File: config.mk
export PLATFORM = sky130hd
export DESIGN_NAME = record_tx_scheduler_flat
export DESIGN_NICKNAME = d
export VERILOG_FILES = /design/src/rtl/record_tx_scheduler_if.sv /design/src/rtl/record_tx_scheduler.sv /design/src/flat_wrapper.sv
export SDC_FILE = /design/constraint.sdc
export NUM_CORES = 1
export LEC_CHECK = 0
export ABC_CLOCK_PERIOD_IN_PS = 3100
export CAP_MARGIN = 20
export CORE_AREA = 3 3 300 302
export CTS_BUF_LIST = sky130_fd_sc_hd__clkbuf_4 sky130_fd_sc_hd__clkbuf_8
export DETAILED_ROUTE_END_ITERATION = 10
export DIE_AREA = 0 0 303 305
export GPL_TIMING_DRIVEN = 0
export HOLD_SLACK_MARGIN = 0.08
export PLACE_DENSITY = 0.48
export SLEW_MARGIN = 20
export SYNTH_ARGS = -nofsm -noshare
export SYNTH_HDL_FRONTEND = slang
export SYNTH_SLANG_ARGS = --single-unit
File: constraint.sdc
create_clock -name clk -period 3.1 [get_ports clk]
set_input_delay 0.62 -clock clk [delete_from_list [all_inputs] [get_ports clk]]
set_output_delay 0.62 -clock clk [all_outputs]
set_load 0.005 [all_outputs]
File: src/rtl/record_tx_scheduler_if.sv
// rtl/record_tx_scheduler_if.sv - FIFO-side and serializer-side signals of the record transmit scheduler
interface record_tx_scheduler_if #(
    parameter int N_SRC      = 4,
    parameter int WORD_WIDTH = 144,
    parameter int SRC_W      = 2
);
    logic [N_SRC-1:0]            src_mask;
    logic [N_SRC-1:0]            src_empty;
    logic [N_SRC-1:0]            src_rdreq;
    logic [N_SRC*WORD_WIDTH-1:0] src_data;
    logic [WORD_WIDTH-1:0]       uart_data;
    logic [SRC_W-1:0]            uart_src;
    logic                        uart_send;
    logic                        uart_done;

    // Scheduler side
    modport master (
        input  src_mask, src_empty, src_data, uart_done,
        output src_rdreq, uart_data, uart_src, uart_send
    );

    // FIFO bank / serializer side
    modport slave (
        output src_mask, src_empty, src_data, uart_done,
        input  src_rdreq, uart_data, uart_src, uart_send
    );
endinterface

File: src/rtl/record_tx_scheduler.sv
// rtl/record_tx_scheduler.sv - round-robin scheduler sharing one UART serializer across record FIFOs
module record_tx_scheduler #(
    parameter int N_SRC          = 4,
    parameter int WORD_WIDTH     = 144,
    parameter int SRC_W          = 2,
    parameter int TIMEOUT_CYCLES = 65535
) (
    input  logic                  clk,
    input  logic                  reset_n,
    input  logic                  enable,
    record_tx_scheduler_if.master bus,
    output logic                  busy,
    output logic [31:0]           words_sent,
    output logic                  timeout_err
);
    localparam int               CNT_W     = $clog2(TIMEOUT_CYCLES + 1);
    localparam logic [CNT_W-1:0] TMO_LIMIT = CNT_W'(TIMEOUT_CYCLES);
    localparam logic [SRC_W-1:0] LAST_SRC  = SRC_W'(N_SRC - 1);

    typedef enum logic [2:0] {
        IDLE      = 3'd0,
        READ      = 3'd1,
        LATCH     = 3'd2,
        SEND      = 3'd3,
        WAIT_DONE = 3'd4
    } state_t;

    state_t               state_q, state_d;
    logic [SRC_W-1:0]     grant_q, grant_d;
    logic [SRC_W-1:0]     last_grant_q, last_grant_d;
    logic [CNT_W-1:0]     tmo_cnt_q, tmo_cnt_d;

    logic [N_SRC-1:0]     rdreq_d;
    logic                 send_d;
    logic [WORD_WIDTH-1:0] data_d;
    logic [SRC_W-1:0]     src_d;
    logic [31:0]          sent_d;
    logic                 terr_d;
    logic                 busy_d;

    logic [N_SRC-1:0]     req;
    logic [SRC_W-1:0]     cand;
    logic [SRC_W-1:0]     pick;
    logic                 found;
    logic [WORD_WIDTH-1:0] sel_data;
    logic [CNT_W-1:0]     cnt_inc;

    // Next-state, round-robin pick and next values of every registered output
    always_comb begin
        state_d      = state_q;
        grant_d      = grant_q;
        last_grant_d = last_grant_q;
        tmo_cnt_d    = tmo_cnt_q;
        rdreq_d      = '0;
        send_d       = 1'b0;
        data_d       = bus.uart_data;
        src_d        = bus.uart_src;
        sent_d       = words_sent;
        terr_d       = timeout_err;
        busy_d       = 1'b0;

        // Search starts one past the previous grant so every busy source gets a turn
        req   = bus.src_mask & ~bus.src_empty;
        cand  = last_grant_q;
        pick  = '0;
        found = 1'b0;
        for (int i = 0; i < N_SRC; i++) begin
            cand = (cand == LAST_SRC) ? '0 : cand + SRC_W'(1);
            if (!found && req[cand]) begin
                found = 1'b1;
                pick  = cand;
            end
        end

        sel_data = '0;
        for (int i = 0; i < N_SRC; i++) begin
            if (grant_q == SRC_W'(i)) begin
                sel_data = bus.src_data[i*WORD_WIDTH +: WORD_WIDTH];
            end
        end

        cnt_inc = tmo_cnt_q + CNT_W'(1);

        case (state_q)
            IDLE: begin
                if (enable && found) begin
                    grant_d       = pick;
                    rdreq_d[pick] = 1'b1;
                    state_d       = READ;
                end
            end
            READ: begin
                // FIFO q becomes valid after the read pulse; capture it next cycle
                state_d = LATCH;
            end
            LATCH: begin
                data_d  = sel_data;
                src_d   = grant_q;
                send_d  = 1'b1;
                state_d = SEND;
            end
            SEND: begin
                // A done level still high from the previous frame is ignored here
                tmo_cnt_d = '0;
                state_d   = WAIT_DONE;
            end
            WAIT_DONE: begin
                if (bus.uart_done) begin
                    sent_d       = words_sent + 32'd1;
                    last_grant_d = grant_q;
                    state_d      = IDLE;
                end else if (cnt_inc == TMO_LIMIT) begin
                    terr_d       = 1'b1;
                    last_grant_d = grant_q;
                    state_d      = IDLE;
                end else begin
                    tmo_cnt_d = cnt_inc;
                end
            end
            default: begin
                state_d = IDLE;
            end
        endcase

        busy_d = (state_d != IDLE);
    end

    // State and all outputs registered; reset aborts any word in flight
    always_ff @(posedge clk) begin
        if (!reset_n) begin
            state_q       <= IDLE;
            grant_q       <= '0;
            last_grant_q  <= LAST_SRC;
            tmo_cnt_q     <= '0;
            bus.src_rdreq <= '0;
            bus.uart_send <= 1'b0;
            bus.uart_data <= '0;
            bus.uart_src  <= '0;
            busy          <= 1'b0;
            words_sent    <= '0;
            timeout_err   <= 1'b0;
        end else begin
            state_q       <= state_d;
            grant_q       <= grant_d;
            last_grant_q  <= last_grant_d;
            tmo_cnt_q     <= tmo_cnt_d;
            bus.src_rdreq <= rdreq_d;
            bus.uart_send <= send_d;
            bus.uart_data <= data_d;
            bus.uart_src  <= src_d;
            busy          <= busy_d;
            words_sent    <= sent_d;
            timeout_err   <= terr_d;
        end
    end
endmodule
File: src/flat_wrapper.sv
// flat-port wrapper written by rule: the top's interface ports become plain ports
module record_tx_scheduler_flat 
#(
    parameter int N_SRC          = 4,
    parameter int WORD_WIDTH     = 144,
    parameter int SRC_W          = 2,
    parameter int TIMEOUT_CYCLES = 65535
)
  (clk, reset_n, enable, busy, words_sent, timeout_err, bus_src_mask, bus_src_empty, bus_src_data, bus_uart_done, bus_src_rdreq, bus_uart_data, bus_uart_src, bus_uart_send);
  record_tx_scheduler_if #(.N_SRC(N_SRC), .WORD_WIDTH(WORD_WIDTH), .SRC_W(SRC_W)) bus_i ();
  input  logic clk;
  input  logic reset_n;
  input  logic enable;
  output logic busy;
  output logic [31:0] words_sent;
  output logic timeout_err;
  input wire logic [$bits(bus_i.src_mask)-1:0] bus_src_mask;
  input wire logic [$bits(bus_i.src_empty)-1:0] bus_src_empty;
  input wire logic [$bits(bus_i.src_data)-1:0] bus_src_data;
  input wire logic [$bits(bus_i.uart_done)-1:0] bus_uart_done;
  output wire logic [$bits(bus_i.src_rdreq)-1:0] bus_src_rdreq;
  output wire logic [$bits(bus_i.uart_data)-1:0] bus_uart_data;
  output wire logic [$bits(bus_i.uart_src)-1:0] bus_uart_src;
  output wire logic [$bits(bus_i.uart_send)-1:0] bus_uart_send;
  assign bus_i.src_mask = bus_src_mask;
  assign bus_i.src_empty = bus_src_empty;
  assign bus_i.src_data = bus_src_data;
  assign bus_i.uart_done = bus_uart_done;
  assign bus_src_rdreq = bus_i.src_rdreq;
  assign bus_uart_data = bus_i.uart_data;
  assign bus_uart_src = bus_i.uart_src;
  assign bus_uart_send = bus_i.uart_send;
  record_tx_scheduler #(.N_SRC(N_SRC), .WORD_WIDTH(WORD_WIDTH), .SRC_W(SRC_W), .TIMEOUT_CYCLES(TIMEOUT_CYCLES)) u_core (.clk(clk), .reset_n(reset_n), .enable(enable), .bus(bus_i), .busy(busy), .words_sent(words_sent), .timeout_err(timeout_err));
endmodule
==> results of run 1 <==
[state kept, by name, indices dropped and copies added, names as in the netlist]
| register | count |
|---|---|
| u_core.grant_q | 2 |
| u_core.busy | 1 |
| u_core.words_sent | 32 |
| u_core.bus.uart_data | 144 |
| u_core.bus.src_rdreq | 4 |
| u_core.bus.uart_send | 1 |
| u_core.last_grant_q | 2 |
| u_core.tmo_cnt_q | 16 |
| u_core.timeout_err | 1 |
| u_core.bus.uart_src | 2 |
| u_core.state_q | 3 |
[layout by cell type, fill, tap and decap left out, drive strengths merged, types with 5 or more instances in the layout]
cell           count
and3               9
xor2              21
o21a               5
mux2i             12
nand2b             9
nor2              58
and2              10
a31oi              5
inv                5
nand3             28
dfxtp            208
nand4             17
nand2            316
clkdlybuf4s50    772
nor3               7
a21oi            159
buf               26
clkbuf           143
o21ai             11
xnor2             15
mux4             144
diode             10
[cell families after synthesis]
kind of cell	count (synthesis)	synth area share
xor+xnor	36	0.0276
fa+ha+maj	4	0.00437
compound gates	195	0.0936
mux	156	0.294
simple gates	476	0.181
flops	208	0.364
buf+inv	102	0.0356
[cell type report]
type                    instances  area, sq um
plain buffers                  98          400
flip-flops and latches        208         4160
clock buffers                  69          881
well taps                    1165         1460
repair buffers                774         7750
clock inverters                 8         53.8
multi-input cells             867         6870
fillers                      9467        66300
inverters                       4         15.0
diodes                         10         25.0
[per-stage QoR]
stage	util	setup TNS (ns)	setup slack, ns	instances
global placement	0.235	-114.45	-1.21	3114
floorplan	-	0	0.756	1177
CTS	0.245	0	0.0970	3192
detailed placement	0.235	-14.53	-0.284	3115
finish	0.246	0	0.142	3203
global route	0.246	0	0.00834	3201
[per-layer routing]
| layer | vias to the layer above | routed length, um | track usage |
|---|---|---|---|
| met4 | 18 | 1550 | 0.0434 |
| li1 | 5919 | - | - |
| met5 | - | 115 | 0 |
| met1 | 6448 | 33400 | 0.210 |
| met3 | 99 | 6890 | 0.0524 |
| met2 | 611 | 38100 | 0.271 |
[worst max path at each step]
stage / slack (ns) / start / cells past startpoint / to
after floorplan: 0.76 / u_core.tmo_cnt_q[0] / 7 / u_core.busy
after global placement: -1.21 / reset_n / 6 / u_core.bus.uart_send
after detailed placement: -0.28 / reset_n / 6 / u_core.words_sent[2]
after CTS: 0.1 / u_core.grant_q[1] / 5 / u_core.bus.uart_data[2]
after global routing: 0.008 / u_core.tmo_cnt_q[0] / 7 / u_core.busy
final: 0.14 / u_core.tmo_cnt_q[0] / 7 / u_core.busy
[critical path, cell delays in order, from the launching register on]
cell	delay, ns
dfxtp_1	0.48
ha_1	0.38
nand3_1	0.25
or3_1	0.36
a22o_1	0.23
nor4b_4	0.52
a21oi_1	0.36
o21a_1	0.28
[power groups by stage]
| stage | registers (mW) | clock network [mW] | logic, mW |
|---|---|---|---|
| 5_1_grt | 2.90 | 3.45 | 2.35 |
| 4_1_cts | 2.89 | 3.36 | 2.24 |
| 3_3_place_gp | 2.94 | 0 | 2.22 |
| 2_1_floorplan | 2.94 | 0 | 0.727 |
| 3_5_place_dp | 2.95 | 0 | 2.23 |
| 6_report | 2.89 | 3.19 | 2.21 |
==> impl_results.md, run 1 <==
* FF-to-FF Start: u_core.tmo_cnt_q[0]
* Sequential power share at 0.348
* Clock buffer depth at 3
* Hold_buf cts at 0
* Largest net degree at the start of global routing at 13
* Most common cell in the synthesized netlist: nand2_1
* Data arrival, critical path at 3.46 ns
* Vias at 13,095
* GRT Resource Usage Total at 0.166
* Post-synthesis area per instance at 9.72 sq um
* Max-cap violations at 0
* Via-to-Cell Ratio at 4.09
* Final hold violations at 0
* GRT overflow at 0
* Global-route wire length before repair at 107 mm
* Synth Instances at 1,177
* H-tree lvl count at 2
* Power Total at 8.29 mW
* Ys Warns at 0
* Count of state elements after synthesis at 208
* Prevailing post-synth register cell: dfxtp_1
* Max Clock Skew at 0.0273 ns
* # setup viols final at 0
* Nets@finish at 2,590
* Top cell type's share of synthesized area at 0.364
* Area contributors post-synth: dfxtp_1 36%, mux4_2 28%, nand2_1 10%, a21oi_1 7.0%, clkbuf_1 2.4%
* Num Clock Sinks at 208
* Detail Placement HPWL at 68.6 mm
* Cell Int Power at 5.89 mW
* Yosys top cell by area: dfxtp_1
* Iteration-0 DRC Markers at 731
* Combinational fraction of design power at 0.267
* Post-synth top cells: 316 x nand2_1, 208 x dfxtp_1, 159 x a21oi_1
* RSZ-0062 raised after global routing: no
* Die Height at 305 um
* Worst-Margin Slew at 1.22 ns
* Gpl congestion at 0.952
* Headroom to the max-slew limit at 0.185
* Post-synthesis async set-or-reset flop share at 0
* Antenna Nets Post-Route at 0
* RR Endpoint: u_core.busy
* Worst-path clk slew at 0.06 ns
* CP max FO at 8
* First-pass DRT Iterations at 5
* Hold path start: u_core.bus.uart_data[128]
* Core box area at 88,000 sq um
* Average wire per cell in the routed design at 25.0 um
* Fin crit share at 0.954
* Root buf cell: clkbuf_8
* Share of cells above drive strength 1 at 0.126
* DR DRC count at 0
* Status: finished clean
* Drt total wl at 80.1 mm
* Worst R2R Setup Slack at 0.14 ns
* CTS Buf Count at 45
* Peak VDD IR at 0.203 mV
* Seq/Total Area, Yosys at 0.364
* Starting Density at 0.130
* WHS Path Cells at 2
* CP Capture Type: register
* Post-CTS sizing at 0
* Clock group share of total power at 0.385
* TritonCTS clock tree: yes
* Fin. max-slew vios at 0
* Worst hold-check path type: register to register
* Port bufs at 772
* Leak Pwr at 7.02 nW
* Row cnt at 109
* Area growth, synth to finish at 88.9%
* Initial antenna violation count at 37
* Die area at 92,400 sq um
* Worst hold slack at 0.453 ns
* Worst EP required at 3.60 ns
* Netlist cell types at 55
* Worst R2R Path Depth at 7
* Placed cell areas at 20,700 sq um
* Post-CTS Setup Inserts at 0
* NetSw at 2.40 mW
* Hold Path End: u_core.bus.uart_data[128]
* Sw Share at 0.290
* Crit path launch type: register
* Minimum clock period at 2.96 ns
* Synthesized area at 11,400 sq um
* IO Pins at 773
* Maximum clock rate at 338 MHz
* Clk_lat worst skew at 0.61 ns
* Pwr Density at 383 nW/um^2
* Post-synth EDFFs at 0
* Fin area at 21,600 sq um
* Die W at 303 um
* Syn_nets at 1,769
* Vias in the first global route at 13,509
* Worst setup path category: register to register
Note: power is estimated with default switching activity, not from simulation.
==> run 2: changes to the inputs <==
Settings changed: CORE_AREA 3 3 300 302 to 3 3 304 306, DIE_AREA 0 0 303 305 to 0 0 307 309, PLACE_DENSITY 0.48 to 0.47.
==> impl_results.md, run 2 (synthesized netlist as in run 1, its figures left out) <==
* Status: finished clean
* CTS Buf Count at 43
* Regs by FF count: u_core.bus.uart_data x144, u_core.words_sent x32, u_core.tmo_cnt_q x16
* Worst EP required at 3.58 ns
* Post-route insts no fill at 3,207
* Die W at 307 um
* Minimum clock period at 2.89 ns
* Power Total at 8.21 mW
* Root buf cell: clkbuf_8
* Vias in the first global route at 13,361
* Fin crit share at 0.931
* Largest net degree at the start of global routing at 12
* # setup viols final at 0
* CP max FO at 8
* Clk_lat worst skew at 0.60 ns
* Crit path launch type: register
* Fill cells at 9,658
* Nets@finish at 2,587
* Hold_buf cts at 0
* Maximum clock rate at 346 MHz
* Post-CTS Setup Inserts at 0
* Vias at 12,736
* Average wire per cell in the routed design at 23.3 um
* Worst-path clk slew at 0.06 ns
* First-pass DRT Iterations at 5
* Most frequent cells in the layout: 772 x clkdlybuf4s50_1, 316 x nand2_1, 208 x dfxtp_1
* IO Pins at 773
* Antenna Nets Post-Route at 0
* Port bufs at 772
* CP Capture Type: register
* Initial antenna violation count at 11
* Gpl congestion at 0.895
* Pwr Density at 381 nW/um^2
* Leak Pwr at 7.02 nW
* Starting Density at 0.127
* Clock buffer depth at 3
* Reg with most FFs: u_core.bus.uart_data
* Fin. max-slew vios at 0
* Die Height at 309 um
* Peak VDD IR at 0.207 mV
* Worst setup path category: register to register
* RSZ-0062 raised after global routing: no
* Share of cells above drive strength 1 at 0.126
* Placed cells at 3,125
* Num Clock Sinks at 208
* Worst-Margin Slew at 0.942 ns
* Row cnt at 110
* Drt total wl at 74.7 mm
* Max Clock Skew at 0.0146 ns
* H-tree lvl count at 2
* TritonCTS clock tree: yes
* Layout Utilization at 0.240
* GRT overflow at 0
* Die area at 94,900 sq um
* Most common library cell in the layout ignoring fill and taps: clkdlybuf4s50_1
* GRT Resource Usage Total at 0.148
* Area growth, synth to finish at 88.6%
* Core box area at 89,900 sq um
* Data arrival, critical path at 3.37 ns
* DR DRC count at 0
* Max reg flops at 144
* Detail Placement HPWL at 63.4 mm
* Iteration-0 DRC Markers at 665
* Via-to-Cell Ratio at 3.97
* Global-route wire length before repair at 100 mm
* Worst hold-check path type: register to register
* Max-cap violations at 0
* Headroom to the max-slew limit at 0.372
* Final hold violations at 0
==> run 2: cell types whose count changed in the layout (fill, tap and decap cells not counted) <==
cell | before | now
clkinv_2 | 4 | 10
diode_2 | 10 | 4
clkbuf_8 | 58 | 53
clkbuf_1 | 69 | 67
clkbuf_2 | 5 | 7
buf_2 | 18 | 17
buf_8 | 1 | 0
bufinv_16 | 0 | 1
clkinvlp_4 | 3 | 2
inv_6 | 0 | 1
inv_8 | 1 | 0
==> run 2: area by class of cell <==
type | instances | area [sq um] | area share
antenna | 4 | 10.0 | 0.000464
tap | 1176 | 1470 | 0.0682
sequential | 208 | 4160 | 0.193
clock inverter | 14 | 104 | 0.00481
multi-input combinational | 867 | 6870 | 0.318
buffer | 98 | 405 | 0.0188
inverter | 4 | 15.0 | 0.000696
clock buffer | 63 | 805 | 0.0373
timing repair buffer | 773 | 7740 | 0.359
==> run 2: worst max-delay path, cell delays in order (launching register included) <==
cell and delay, ns:
dfxtp_1 0.48, ha_1 0.37, nand3_1 0.23, or3_1 0.36, a22o_1 0.22, nor4b_4 0.52, a21oi_1 0.34, o21a_1 0.27
==> run 2: final timing paths <==
kind | startpoint | endpoint | slack (ns) | depth (start not counted)
worst max-delay path | u_core.tmo_cnt_q[0] | u_core.busy | 0.21 | 7
worst min-delay path | u_core.bus.uart_data[77] | u_core.bus.uart_data[77] | 0.45 | 2
worst max register to register | u_core.tmo_cnt_q[0] | u_core.busy | 0.21 | 7
worst min register to register | u_core.bus.uart_data[77] | u_core.bus.uart_data[77] | 0.45 | 2
==> run 2: what timing repair did <==
item	in CTS	in global routing
gates resized for setup	1	1
endpoints found under the hold margin	0	0
endpoints found under the setup margin	7	1
==> run 2: stage by stage <==
stage | setup WS [ns] | cell area (sq um) | hold WS (ns) | setup TNS [ns]
final | 0.213 | 21600 | 0.454 | 0
after global routing | 0.0269 | 21600 | 0.473 | 0
after CTS | 0.0587 | 21600 | 0.455 | 0
after detailed placement | -0.381 | 20700 | 0.446 | -21.02
after global placement | -1.35 | 20600 | 0.443 | -132.95
after floorplan | 0.756 | 11400 | 0.446 | 0
==> run 2: per-layer routing <==
layer,track usage,share of wire,vias to the layer above
li1,-,-,5903
met1,0.181,0.41,6192
met2,0.251,0.48,538
met3,0.0438,0.077,101
met4,0.0476,0.031,2
met5,0,0.00017,-
==> run 2: power by group <==
part           total (mW)  internal (mW)  leakage [nW]  switching [mW]
registers            2.89           2.81          1.68          0.0781
clock network        3.13           1.75         0.485            1.38
logic                2.19           1.27          4.85           0.921
==> run 3: changes to the inputs <==
Settings changed: CORE_AREA 3 3 304 306 to 3 3 297 299, DIE_AREA 0 0 307 309 to 0 0 300 302, DONT_BUFFER_PORTS from default to 1, PLACE_DENSITY 0.47 to 0.37.
==> impl_results.md, run 3 (synthesized netlist as in run 1, its figures left out) <==
* Die W at 300 um
* Most common library cell in the layout ignoring fill and taps: nand2_1
* Detail Placement HPWL at 54.0 mm
* Maximum clock rate at 352 MHz
* Minimum clock period at 2.84 ns
* Hold_buf cts at 0
* Starting Density at 0.134
* CTS Buf Count at 44
* Max reg flops at 144
* Max Clock Skew at 0.0230 ns
* Area growth, synth to finish at 21.4%
* Vias at 10,087
* Largest net degree at the start of global routing at 12
* Crit-path cells: clkbuf_2 > clkbuf_1 > mux4_2 > nand2_1 > a21oi_1
* Peak VDD IR at 0.241 mV
* Share of cells above drive strength 1 at 0.202
* Clock buffer depth at 3
* Most frequent cells in the layout: 316 x nand2_1, 208 x dfxtp_1, 159 x a21oi_1
* CP max FO at 10
* Via-to-Cell Ratio at 4.16
* Worst setup path category: register to register
* Worst-Margin Slew at 1.01 ns
* GRT Resource Usage Total at 0.132
* Fin. max-slew vios at 0
* Initial antenna violation count at 47
* Fin area at 13,900 sq um
* # setup viols final at 0
* H-tree lvl count at 2
* Average wire per cell in the routed design at 26.3 um
* DR DRC count at 0
* Worst EP required at 3.53 ns
* Row cnt at 107
* Die Height at 302 um
* Worst R2R Setup Slack at 0.26 ns
* Top delay family on crit path: buffers and inverters
* Reg with most FFs: u_core.bus.uart_data
* Gpl congestion at 0.966
* Core box area at 85,400 sq um
* TritonCTS clock tree: yes
* Worst-path clk slew at 0.06 ns
* IO Pins at 773
* Num Clock Sinks at 208
* First-pass DRT Iterations at 5
* Worst hold-check path type: input port to register
* CP peak stage delay at 0.82 ns
* Data arrival, critical path at 3.28 ns
* Drt total wl at 63.9 mm
* Status: finished clean
* Nets@finish at 1,817
* Max-cap violations at 0
* Crit path launch type: register
* Leak Pwr at 4.09 nW
* RSZ-0062 raised after global routing: no
* Power Total at 7.19 mW
* Pwr Density at 518 nW/um^2
* Final TNS setup at 0 ns
* Iteration-0 DRC Markers at 640
* Antenna Nets Post-Route at 0
* Headroom to the max-slew limit at 0.325
* Fin crit share at 0.917
* Regs by FF count: u_core.bus.uart_data x144, u_core.words_sent x32, u_core.tmo_cnt_q x16
* Global-route wire length before repair at 83.5 mm
* GRT overflow at 0
* Root buf cell: clkbuf_8
* CP Capture Type: register
* Port bufs at 0
* Worst path buffer plus inverter count at 2
* Clk_lat worst skew at 0.60 ns
* Vias in the first global route at 10,066
* Placed cell areas at 12,900 sq um
* Final hold violations at 0
* Die area at 90,600 sq um
* Crit-path slowest cell: clkbuf_1
run 3: final timing paths:
path | startpoint | endpoint | cells past startpoint
worst max-delay path | u_core.grant_q[1] | u_core.bus.uart_data[0] | 5
worst min-delay path | reset_n | u_core.state_q[1] | 2
worst max register to register | u_core.grant_q[1] | u_core.bus.uart_data[0] | 5
worst min register to register | u_core.tmo_cnt_q[15] | u_core.tmo_cnt_q[15] | 2
run 3: routing by layer:
| metal | vias to the layer above | routed length [um] | GRT usage |
|---|---|---|---|
| met3 | 131 | 7590 | 0.0636 |
| li1 | 4394 | - | - |
| met5 | - | 168 | 0 |
| met4 | 26 | 2460 | 0.0517 |
| met1 | 4934 | 24600 | 0.158 |
| met2 | 602 | 29100 | 0.204 |
run 3: final cells by class:
cell class,instances,area [sq um]
sequential,208,4160
antenna,31,77.6
multi-input combinational,867,6870
clock inverter,11,136
buffer,98,405
fill,9754,71500
timing repair buffer,2,15.0
tap,1144,1430
inverter,4,15.0
clock buffer,62,778
run 3: what timing repair did:
action,CTS,global route
gates resized for setup,1,1
pin swaps,0,1
buffers inserted,0,2
gates cloned,0,0
endpoints found under the setup margin,3,8
run 3: report_power, final:
part	internal, mW	total [mW]	leakage, nW	switching (mW)
Combinational	0.429	1.02	1.92	0.590
Sequential	2.81	2.98	1.68	0.170
Clock	1.86	3.19	0.485	1.34
run 3: through the flow:
stage,utilization,hold slack (ns),std cells,setup slack [ns]
final,0.163,0.192,2427,0.259
after floorplan,-,0.446,1177,0.756
after global routing,0.162,0.146,2415,0.0659
after CTS,0.162,0.109,2394,0.0774
after global placement,0.151,0.457,2321,-0.669
after detailed placement,0.151,0.469,2321,-0.0993
